--- src/rtl/ps2_pkg.sv ---
// rtl/ps2_pkg.sv - scan codes, direction encodings and receiver state type for the PS/2 front end
package ps2_pkg;

    localparam logic [7:0] SC_BREAK     = 8'hF0;
    localparam logic [7:0] SC_EXT       = 8'hE0;
    localparam logic [7:0] SC_UP        = 8'h1D;
    localparam logic [7:0] SC_LEFT      = 8'h1C;
    localparam logic [7:0] SC_DOWN      = 8'h1B;
    localparam logic [7:0] SC_RIGHT     = 8'h23;
    localparam logic [7:0] SC_ENTER     = 8'h5A;
    localparam logic [7:0] SC_SPACE     = 8'h29;
    localparam logic [7:0] SC_ARR_UP    = 8'h75;
    localparam logic [7:0] SC_ARR_LEFT  = 8'h6B;
    localparam logic [7:0] SC_ARR_DOWN  = 8'h72;
    localparam logic [7:0] SC_ARR_RIGHT = 8'h74;

    // Bit order is {right, down, left, up}; opposites sit two bits apart.
    localparam logic [3:0] DIR_NONE  = 4'b0000;
    localparam logic [3:0] DIR_UP    = 4'b0001;
    localparam logic [3:0] DIR_LEFT  = 4'b0010;
    localparam logic [3:0] DIR_DOWN  = 4'b0100;
    localparam logic [3:0] DIR_RIGHT = 4'b1000;

    typedef logic [1:0] rx_state_t;
    localparam rx_state_t ST_IDLE  = 2'd0;
    localparam rx_state_t ST_RECV  = 2'd1;
    localparam rx_state_t ST_CHECK = 2'd2;

    function automatic logic [3:0] dir_opposite(input logic [3:0] d);
        return {d[1:0], d[3:2]};
    endfunction

    function automatic logic odd_parity_ok(input logic [8:0] bits);
        return ^bits;
    endfunction

endpackage

--- src/rtl/ps2_direction_decoder_if.sv ---
// rtl/ps2_direction_decoder_if.sv - raw PS/2 lines and decoded game controls
interface ps2_direction_decoder_if;

    logic       KB_clk;
    logic       data;
    logic       up;
    logic       left;
    logic       down;
    logic       right;
    logic       start;
    logic       shoot;
    logic [7:0] scan_code;
    logic       code_valid;
    logic       frame_error;

    modport master (
        output KB_clk, data,
        input  up, left, down, right, start, shoot, scan_code, code_valid, frame_error
    );

    modport slave (
        input  KB_clk, data,
        output up, left, down, right, start, shoot, scan_code, code_valid, frame_error
    );

endinterface

--- src/rtl/ps2_frame_rx.sv ---
// rtl/ps2_frame_rx.sv - PS/2 frame receiver: synchronizers, falling-edge detect, framing, parity and timeout
module ps2_frame_rx
    import ps2_pkg::*;
#(
    parameter int TIMEOUT_CYCLES = 100000
) (
    input  logic       master_clk,
    input  logic       reset_n,
    input  logic       KB_clk,
    input  logic       data,
    output logic [7:0] scan_code,
    output logic       code_valid,
    output logic       frame_error
);

    localparam int            TW       = $clog2(TIMEOUT_CYCLES + 1);
    localparam logic [TW-1:0] TMO_LAST = TW'(TIMEOUT_CYCLES - 1);

    logic          kb_s1, kb_s2, kb_prev;
    logic          d_s1, d_s2;
    logic          kb_fall;
    rx_state_t     state;
    logic [3:0]    bit_cnt;
    logic [9:0]    shift_reg;
    logic [TW-1:0] tmo_cnt;

    // PS/2 idles high, so the clock synchronizer resets high to avoid a phantom edge.
    always_ff @(posedge master_clk or negedge reset_n) begin
        if (!reset_n) begin
            kb_s1   <= 1'b1;
            kb_s2   <= 1'b1;
            kb_prev <= 1'b1;
            d_s1    <= 1'b1;
            d_s2    <= 1'b1;
        end else begin
            kb_s1   <= KB_clk;
            kb_s2   <= kb_s1;
            kb_prev <= kb_s2;
            d_s1    <= data;
            d_s2    <= d_s1;
        end
    end

    assign kb_fall = kb_prev & ~kb_s2;

    always_ff @(posedge master_clk or negedge reset_n) begin
        if (!reset_n) begin
            state       <= ST_IDLE;
            bit_cnt     <= 4'd0;
            shift_reg   <= 10'd0;
            tmo_cnt     <= '0;
            scan_code   <= 8'd0;
            code_valid  <= 1'b0;
            frame_error <= 1'b0;
        end else begin
            code_valid  <= 1'b0;
            frame_error <= 1'b0;
            case (state)
                ST_IDLE: begin
                    if (kb_fall && !d_s2) begin
                        state   <= ST_RECV;
                        bit_cnt <= 4'd1;
                        tmo_cnt <= '0;
                    end
                end
                ST_RECV: begin
                    // An edge in the same cycle as the timeout keeps the frame alive.
                    if (kb_fall) begin
                        shift_reg <= {d_s2, shift_reg[9:1]};
                        bit_cnt   <= bit_cnt + 4'd1;
                        tmo_cnt   <= '0;
                        if (bit_cnt == 4'd10) begin
                            state <= ST_CHECK;
                        end
                    end else if (tmo_cnt == TMO_LAST) begin
                        state       <= ST_IDLE;
                        frame_error <= 1'b1;
                    end else begin
                        tmo_cnt <= tmo_cnt + TW'(1);
                    end
                end
                ST_CHECK: begin
                    state <= ST_IDLE;
                    if (odd_parity_ok(shift_reg[8:0]) && shift_reg[9]) begin
                        code_valid <= 1'b1;
                        scan_code  <= shift_reg[7:0];
                    end else begin
                        frame_error <= 1'b1;
                    end
                end
                default: state <= ST_IDLE;
            endcase
        end
    end

endmodule

--- src/rtl/ps2_direction_decoder.sv ---
// rtl/ps2_direction_decoder.sv - PS/2 key decode to direction/start/shoot; PS2_EXT_ARROWS_EN adds E0 arrow keys
module ps2_direction_decoder
    import ps2_pkg::*;
#(
    parameter int TIMEOUT_CYCLES = 100000,
    parameter int REJECT_REVERSE = 1
) (
    input  logic                    master_clk,
    input  logic                    reset_n,
    ps2_direction_decoder_if.slave  bus
);

    logic [7:0] scan_code;
    logic       code_valid;
    logic       frame_error;

    ps2_frame_rx #(
        .TIMEOUT_CYCLES (TIMEOUT_CYCLES)
    ) u_rx (
        .master_clk  (master_clk),
        .reset_n     (reset_n),
        .KB_clk      (bus.KB_clk),
        .data        (bus.data),
        .scan_code   (scan_code),
        .code_valid  (code_valid),
        .frame_error (frame_error)
    );

    logic       brk;
    logic [3:0] dir;
    logic       start_q;
    logic       shoot_q;
    logic [3:0] base_dir;
    logic       base_start;
    logic       base_fire;
    logic [3:0] key_dir;
    logic       key_start;
    logic       key_fire;
    logic       accept_dir;

    always_comb begin
        base_dir   = DIR_NONE;
        base_start = 1'b0;
        base_fire  = 1'b0;
        case (scan_code)
            SC_UP:    base_dir   = DIR_UP;
            SC_LEFT:  base_dir   = DIR_LEFT;
            SC_DOWN:  base_dir   = DIR_DOWN;
            SC_RIGHT: base_dir   = DIR_RIGHT;
            SC_ENTER: base_start = 1'b1;
            SC_SPACE: base_fire  = 1'b1;
            default:  ;
        endcase
    end

`ifdef PS2_EXT_ARROWS_EN
    logic       ext;
    logic [3:0] arrow_dir;

    always_comb begin
        arrow_dir = DIR_NONE;
        case (scan_code)
            SC_ARR_UP:    arrow_dir = DIR_UP;
            SC_ARR_LEFT:  arrow_dir = DIR_LEFT;
            SC_ARR_DOWN:  arrow_dir = DIR_DOWN;
            SC_ARR_RIGHT: arrow_dir = DIR_RIGHT;
            default:      ;
        endcase
    end

    // Extended keys only ever steer; every other E0-prefixed key is dropped.
    assign key_dir   = ext ? arrow_dir : base_dir;
    assign key_start = base_start & ~ext;
    assign key_fire  = base_fire & ~ext;
`else
    assign key_dir   = base_dir;
    assign key_start = base_start;
    assign key_fire  = base_fire;
`endif

    assign accept_dir = (key_dir != DIR_NONE) &&
                        !((REJECT_REVERSE != 0) && (dir != DIR_NONE) &&
                          (key_dir == dir_opposite(dir)));

    always_ff @(posedge master_clk or negedge reset_n) begin
        if (!reset_n) begin
            brk     <= 1'b0;
            dir     <= DIR_NONE;
            start_q <= 1'b0;
            shoot_q <= 1'b0;
`ifdef PS2_EXT_ARROWS_EN
            ext     <= 1'b0;
`endif
        end else begin
            shoot_q <= 1'b0;
            if (code_valid) begin
                if (scan_code == SC_BREAK) begin
                    brk <= 1'b1;
                end else if (scan_code == SC_EXT) begin
`ifdef PS2_EXT_ARROWS_EN
                    ext <= 1'b1;
`endif
                end else begin
                    brk <= 1'b0;
`ifdef PS2_EXT_ARROWS_EN
                    ext <= 1'b0;
`endif
                    if (!brk) begin
                        if (accept_dir) begin
                            dir <= key_dir;
                        end
                        if (key_start) begin
                            start_q <= ~start_q;
                        end
                        if (key_fire) begin
                            shoot_q <= 1'b1;
                        end
                    end
                end
            end
        end
    end

    assign bus.up          = dir[0];
    assign bus.left        = dir[1];
    assign bus.down        = dir[2];
    assign bus.right       = dir[3];
    assign bus.start       = start_q;
    assign bus.shoot       = shoot_q;
    assign bus.scan_code   = scan_code;
    assign bus.code_valid  = code_valid;
    assign bus.frame_error = frame_error;

endmodule

--- src/flat_wrapper.sv ---
// flat-port wrapper written by rule: the top's interface ports become plain ports
module ps2_direction_decoder_flat import ps2_pkg::*;
#(
    parameter int TIMEOUT_CYCLES = 100000,
    parameter int REJECT_REVERSE = 1
)
  (master_clk, reset_n, bus_KB_clk, bus_data, bus_up, bus_left, bus_down, bus_right, bus_start, bus_shoot, bus_scan_code, bus_code_valid, bus_frame_error);
  ps2_direction_decoder_if bus_i ();
  input  logic master_clk;
  input  logic reset_n;
  input wire logic [$bits(bus_i.KB_clk)-1:0] bus_KB_clk;
  input wire logic [$bits(bus_i.data)-1:0] bus_data;
  output wire logic [$bits(bus_i.up)-1:0] bus_up;
  output wire logic [$bits(bus_i.left)-1:0] bus_left;
  output wire logic [$bits(bus_i.down)-1:0] bus_down;
  output wire logic [$bits(bus_i.right)-1:0] bus_right;
  output wire logic [$bits(bus_i.start)-1:0] bus_start;
  output wire logic [$bits(bus_i.shoot)-1:0] bus_shoot;
  output wire logic [$bits(bus_i.scan_code)-1:0] bus_scan_code;
  output wire logic [$bits(bus_i.code_valid)-1:0] bus_code_valid;
  output wire logic [$bits(bus_i.frame_error)-1:0] bus_frame_error;
  assign bus_i.KB_clk = bus_KB_clk;
  assign bus_i.data = bus_data;
  assign bus_up = bus_i.up;
  assign bus_left = bus_i.left;
  assign bus_down = bus_i.down;
  assign bus_right = bus_i.right;
  assign bus_start = bus_i.start;
  assign bus_shoot = bus_i.shoot;
  assign bus_scan_code = bus_i.scan_code;
  assign bus_code_valid = bus_i.code_valid;
  assign bus_frame_error = bus_i.frame_error;
  ps2_direction_decoder #(.TIMEOUT_CYCLES(TIMEOUT_CYCLES), .REJECT_REVERSE(REJECT_REVERSE)) u_core (.master_clk(master_clk), .reset_n(reset_n), .bus(bus_i));
endmodule
--- config.mk ---
export PLATFORM = sky130hd
export DESIGN_NAME = ps2_direction_decoder_flat
export DESIGN_NICKNAME = d
export VERILOG_FILES = /design/src/rtl/ps2_pkg.sv /design/src/rtl/ps2_direction_decoder_if.sv /design/src/rtl/ps2_frame_rx.sv /design/src/rtl/ps2_direction_decoder.sv /design/src/flat_wrapper.sv
export SDC_FILE = /design/constraint.sdc
export NUM_CORES = 1
export LEC_CHECK = 0
export ABC_AREA = 1
export ABC_CLOCK_PERIOD_IN_PS = 2870
export CAP_MARGIN = 25
export CORE_ASPECT_RATIO = 0.5
export CORE_MARGIN = 3
export CORE_UTILIZATION = 33
export DETAILED_ROUTE_END_ITERATION = 8
export GPL_TIMING_DRIVEN = 0
export PLACE_DENSITY = 0.49
export SLEW_MARGIN = 20
export SYNTH_ARGS = -nofsm -noshare
export SYNTH_HDL_FRONTEND = slang
export SYNTH_HIERARCHICAL = 1
export SYNTH_SLANG_ARGS = --single-unit
--- constraint.sdc ---
create_clock -name master_clk -period 2.87 [get_ports master_clk]
set_input_delay 0.574 -clock master_clk [delete_from_list [all_inputs] [get_ports master_clk]]
set_output_delay 0.574 -clock master_clk [all_outputs]
set_load 0.01 [all_outputs]
==> results.json <==
{
  "final.period_utilization_pct": 66.2,
  "power_report.internal_total_w": 0.00165,
  "hpwlAfterDp_um": 5160,
  "antenna_violations_before_repair": 0,
  "worst_stage_delay_on_the_critical_path_ps": 580,
  "num_vias": 2647,
  "critPathArrivalTime_ps": 1320,
  "critical_path.n_buffers_inverters": 1,
  "crit_path_max_fanout": 6,
  "fin_tns_setup_ps": 0,
  "clock_tree.htree_level_count": 2,
  "seqPwrFrac_pct": 38.1,
  "cts_made_buffers": 5,
  "worst_slew_pin_slew_ps": 435,
  "number_of_instances_resized_during_post_cts_repair": 0,
  "leakagePower_nw": 1.64,
  "worst_ep_required_ps": 2300,
  "fin_worst_skew_ps": 4.96,
  "drt-vias-per-instance": 4.59,
  "max_slew_margin_pct": 70.9,
  "synth_fp_nets": 429,
  "initial_core_util_pct": 35.2,
  "groute.usage.overall_pct": 13.7,
  "synthesis.area_sq_mm": 0.00319,
  "postSynthRegisterBits": 55,
  "drv_slew": 0,
  "critical_path.top_delay_family": "buffers and inverters",
  "net-switching-power_w": 0.00106,
  "avgSynthCellArea_sq_um": 7.60,
  "regToRegSetupSlack_ps": 1030,
  "hold-worst-slack_ps": 78.6,
  "worstSetupStartpointType": "flip-flop",
  "synth_seq_area_share_pct": 43.4,
  "floorplan.die.height_um": 75.5,
  "power_consumption_w": 0.00271,
  "core_area_sq_mm": 0.00904,
  "synth_warnings": 6,
  "hold_viol": 0,
  "tritoncts": "yes",
  "cts_post_setup_buffers_inserted": 0,
  "clkTransAtPathRegs_ps": 70,
  "slowest_stage": "clkdlybuf4s50_1",
  "distinct_cell_type_count_of_the_synthesized_netlist": 34,
  "gp_congestion": 0.822,
  "hp_class": "input port to asynchronous set/reset pin",
  "diodes": 0,
  "drt_first_iter_violations": 136,
  "detail_route.wl_per_cell_um": 12.2,
  "max_clock_freq_mhz": 527,
  "vdd_drop_max_v": 0.000253,
  "synthToLayoutAreaGrowth_pct": 16.8,
  "fp.dieArea_sq_mm": 0.0109,
  "setup_violations": 0,
  "ctsHoldBuffers": 0,
  "detail_route.wirelength_um": 7020,
  "first_global_vias": 2531,
  "die-width_um": 145,
  "critPathCaptureType": "output port",
  "ordered_list_of_cells_on_the_worst_path": "clkdlybuf4s50_1",
  "drt_pass1_iterations": 4,
  "drc_errors": 0,
  "grt_setup_unrepaired": "no",
  "maximum_number_of_pins_on_one_net_before_global_route_repair": 52,
  "period_needed_ps": 1900,
  "layout_setup_ws_ps": 971,
  "grt_overflow_total": 0,
  "grt_pass1_wl_um": 12100,
  "cts_root_buf": "clkbuf_16",
  "pwr-share-comb_pct": 38.0,
  "outcome": "completed",
  "largest_register_ff_count": 17,
  "power.switching_fraction_pct": 39.1,
  "clk_latency_worst_skew_pair_ps": 300,
  "final-seq-area_sq_mm": 0.00138,
  "antenna_left": 0,
  "cts.sink_count": 55,
  "fill_cell_count": 933,
  "core.rowCount": 24,
  "multi_input_area_sq_mm": 0.00154,
  "p_per_area_mw_per_mm2": 728,
  "num-nets-final": 456,
  "post-place-ws_ps": 1000,
  "i_o_pin_count": 20,
  "worst-setup-path-type": "flip-flop to output port",
  "drv.max_cap_violation_count": 0,
  "share_clk_of_total_power_pct": 23.9,
  "synth_cells": 419,
  "postLayoutCoreUtil_pct": 41.2,
  "clockBufferDepth": 2,
  "buffer_ports.inserted": 19,
  "layout-drive-gt1-share_pct": 13.6
}
[synth_stat cells (all sizes together)]
library cell  count  area [sq um]
a21oi             4          20.0
a31oi             1          6.26
buf               5          50.0
dfrtp            50          1250
dfstp             5           131
ha                6          75.1
inv              55           209
nand2           147           594
nand3            25           140
nand3b            1          11.3
nand4            12          75.1
nor2             46           228
nor3             12          70.1
nor4              1          6.26
o21ai            35           205
o21bai            3          22.5
o31ai             3          22.5
or2               1          6.26
xnor2             1          8.76
xor2              6          52.6
[layout make-up]
cell class / count / area share, %
Buffer: 5 / 1.35
Clock buffer: 8 / 4.20
Inverter: 55 / 5.62
Multi-Input combinational cell: 304 / 41.5
Sequential cell: 55 / 37.2
Tap cell: 130 / 4.37
Timing Repair Buffer: 20 / 5.79
[per-stage QoR]
stage	cell area, sq um	cells
floorplan	3190	419
global placement	3540	568
detailed placement	3560	569
CTS	3720	577
global route	3720	577
finish	3720	577
[kinds of logic (layout without fill, tap and decap cells)]
group / Yosys count / after routing / synth area share, %
simple gates: 245 / 245 / 35.5
buf+inv: 60 / 88 / 8.13
flops: 55 / 55 / 43.4
compound gates: 46 / 46 / 8.68
xor+xnor: 7 / 7 / 1.92
fa+ha+maj: 6 / 6 / 2.36
[power groups by stage]
stage                     logic (W)  registers, W  clock network, W
after floorplan            0.000796       0.00102                 0
after global placement      0.00104       0.00105                 0
after detailed placement    0.00105       0.00104                 0
after CTS                   0.00105       0.00103          0.000674
after global routing        0.00117       0.00105          0.000709
final                       0.00103       0.00103          0.000646
[path summary, 6_finish.rpt]
path	start	to	depth (start not counted)
min in group master_clk	u_core/u_rx/kb_s1	u_core/u_rx/kb_s2	0
worst max register to register	u_core/u_rx/kb_prev	u_core/u_rx/bit_cnt[0]	7
worst min register to register	u_core/u_rx/kb_s1	u_core/u_rx/kb_s2	0
worst max-delay path	u_core/u_rx/scan_code[7]	bus_scan_code[7]	1
max in group asynchronous	reset_n	u_core/u_rx/kb_prev	2
worst min-delay path	reset_n	u_core/dir[1]	1
[cells in the final DEF, fill, tap and decap left out, types with 2 or more instances in the layout]
cell	count
inv_2	5
clkbuf_8	2
nor3_1	10
clkbuf_16	5
clkdlybuf4s50_1	18
o21ai_0	27
ha_1	6
inv_1	49
o21bai_1	3
nand4_1	12
buf_4	2
dfrtp_1	50
o21ai_2	5
xor2_1	6
nand2_1	134
nor2_2	4
nor2_4	6
nor2_1	36
o31ai_1	3
nand3_1	22
nor3_2	2
o21ai_1	2
nand2_4	2
nand2_2	11
a21oi_1	4
dfstp_2	5
nand3_2	3
buf_6	2
[routing by layer]
metal	global-route usage [%]	part of all wire (%)
met5	0	0
met4	4.11	1.2
met3	3.51	3.8
met2	24.4	46
met1	17.1	49
(Power assumes the default switching activity.)
==> variant, RTL diff (same settings) <==
`TIMEOUT_CYCLES` is set to 100000 in 3 places; all go to 25000.
--- a/src/rtl/ps2_frame_rx.sv
+++ b/src/rtl/ps2_frame_rx.sv
@@ -4,3 +4,3 @@
 #(
-    parameter int TIMEOUT_CYCLES = 100000
+    parameter int TIMEOUT_CYCLES = 25000
 ) (
--- a/src/rtl/ps2_direction_decoder.sv
+++ b/src/rtl/ps2_direction_decoder.sv
@@ -4,3 +4,3 @@
 #(
-    parameter int TIMEOUT_CYCLES = 100000,
+    parameter int TIMEOUT_CYCLES = 25000,
     parameter int REJECT_REVERSE = 1
--- a/src/flat_wrapper.sv
+++ b/src/flat_wrapper.sv
@@ -3,3 +3,3 @@
 #(
-    parameter int TIMEOUT_CYCLES = 100000,
+    parameter int TIMEOUT_CYCLES = 25000,
     parameter int REJECT_REVERSE = 1
Behaviour: no difference found for any inputs over 10 cycles, from zero or initial values and one cycle with reset_n low; that may be too few to reach the edited logic, so the function may still have changed.
==> variant against the original RTL <==
- total power shrank 0.66%
- wire length fell by 6.7%
- worst setup slack worse by 0.079 ns
- fmax down 4.0%
- cell count fell by 9.2%
- area after synthesis down 5.9%
- critical path type is now flop to flop
- clock skew grew 0.0022 ns
- worst hold slack gained 0.25 ns
- sequential cell count shrank 2
- register-to-register slack lost 0.14 ns
- cell area shrank 6.9%
==> variant: results (changes against the original RTL) <==
max reg flops 15 (was 17); sequential cell area fraction in the yosys report 44.5% (was 43.4%); WP data arrival 2.16 ns (was 1.32 ns); Fill cells 875 (was 933); Worst path slowest cell dfrtp_1 (was clkdlybuf4s50_1); hpwl dp 4760 um (was 5160 um); Place WS 0.915 ns (was 1.00 ns); worst-skew pair later-pin latency 0.30 ns (about the same); synth unique cells 35 (was 34); top cells by count, synth nand2_1 (129), dfrtp_1 (48), inv_1 (45), nand3_1 (26), nor2_1 (22) (was nand2_1 (134), dfrtp_1 (50), inv_1 (49), nor2_1 (36), o21ai_0 (27)); dominant cells by area after synthesis dfrtp_1 (40%), nand2_1 (16%), inv_1 (5.6%), dfstp_2 (4.4%), nand3_1 (4.3%) (was dfrtp_1 (39%), nand2_1 (16%), inv_1 (5.8%), nor2_1 (4.2%), o21ai_0 (4.2%)); routed vias 2513 (was 2647); top-area cell type share of the netlist area 40.1% (was 39.3%); status complete, no violations (unchanged); nets@finish 421 (was 456); first-pass GRT wire length 11600 um (was 12100 um); GRT Util Overall 14.0% (was 13.7%); Crit Path Class flop to flop (was flop to output pin); Finished Layout Cells 524 (was 577); pin count of the biggest net entering global routing 54 (was 52); CTS H-tree lvls 2 (unchanged); Max stage delay on crit path 0.40 ns (was 0.58 ns); Worst Reg-to-Reg Cells 10 (was 7); Slew HR 54.4% (was 70.9%); share of post-route cells with drive strength above 1 13.8% (was 13.6%); Leak 1.59 nW (was 1.64 nW); syn nets 395 (was 429); Max IR drop VDD 279 uV (was 253 uV); CP Launch Point u_core/u_rx/state[1]$_DFFE_PN0P_ (was u_core/u_rx/scan_code[7]$_DFFE_PN0P_); number of buffers created by CTS 5 (unchanged); critical path fanouts, max 10 (was 6); Cells after Synth 385 (was 419); Multi-input gate area 1440 um2 (was 1540 um2); hold_ws 0.331 ns (was 0.0786 ns); Worst Skew 0.00711 ns (was 0.00496 ns); Placement Cell Area 3320 um2 (was 3560 um2); DRT iter0 DRCs 174 (was 136); R2R setup slack 0.89 ns (was 1.03 ns); GPL Wtd Cong 0.824 (was 0.822)
variant: cell types whose count changed after synthesis, moves of 3 or more:
cell     delta
nand3_2     +3
nand3_1     +4
o21ai_0    -11
o31ai_1     -3
inv_1       -4
nand2_2     -4
nor2_1     -14
nand2_1     -5
a21oi_1     +5
variant: power groups by stage:
stage	registers [mW]	logic, mW	clock network, mW
floorplan	1.04	0.788	0
global placement	1.07	1.02	0
detailed placement	1.07	1.04	0
CTS	1.06	1.05	0.608
global route	1.09	1.19	0.642
finish	1.06	1.04	0.592
variant: cell families (layout without fill, tap and decap cells):
family          Yosys count  in the layout  share of synthesized area (%)
compound gates           36             36                           7.06
xor+xnor                  9              9                           2.63
fa+ha+maj                 6              6                           2.51
buf+inv                  54             81                           7.52
flops                    53             53                           44.5
simple gates            227            227                           35.8
variant: final cells by class:
| cell class | instances | area share [%] |
|---|---|---|
| Multi-Input combinational cell | 278 | 41.5 |
| Sequential cell | 53 | 38.5 |
| Inverter | 50 | 5.49 |
| Timing Repair Buffer | 19 | 5.42 |
| Tap cell | 112 | 4.05 |
| Clock buffer | 6 | 3.72 |
| Buffer | 4 | 1.01 |
| Clock inverter | 2 | 0.289 |
variant: layer usage:
| metal | global-route usage, % | wire (um) |
|---|---|---|
| met1 | 17.4 | 3170 |
| met2 | 25.3 | 3140 |
| met3 | 2.73 | 186 |
| met4 | 3.54 | 60 |
| met5 | 0 | 0 |
variant: worst reg2reg max path: stages (launching register included):
cell and delay (ns):
dfrtp_1 0.40, inv_1 0.10, ha_1 0.21, buf_4 0.21
inv_1 0.08, nor2_2 0.30, inv_1 0.08, nand2_1 0.21
inv_1 0.13, nand3_1 0.08, o21ai_1 0.06
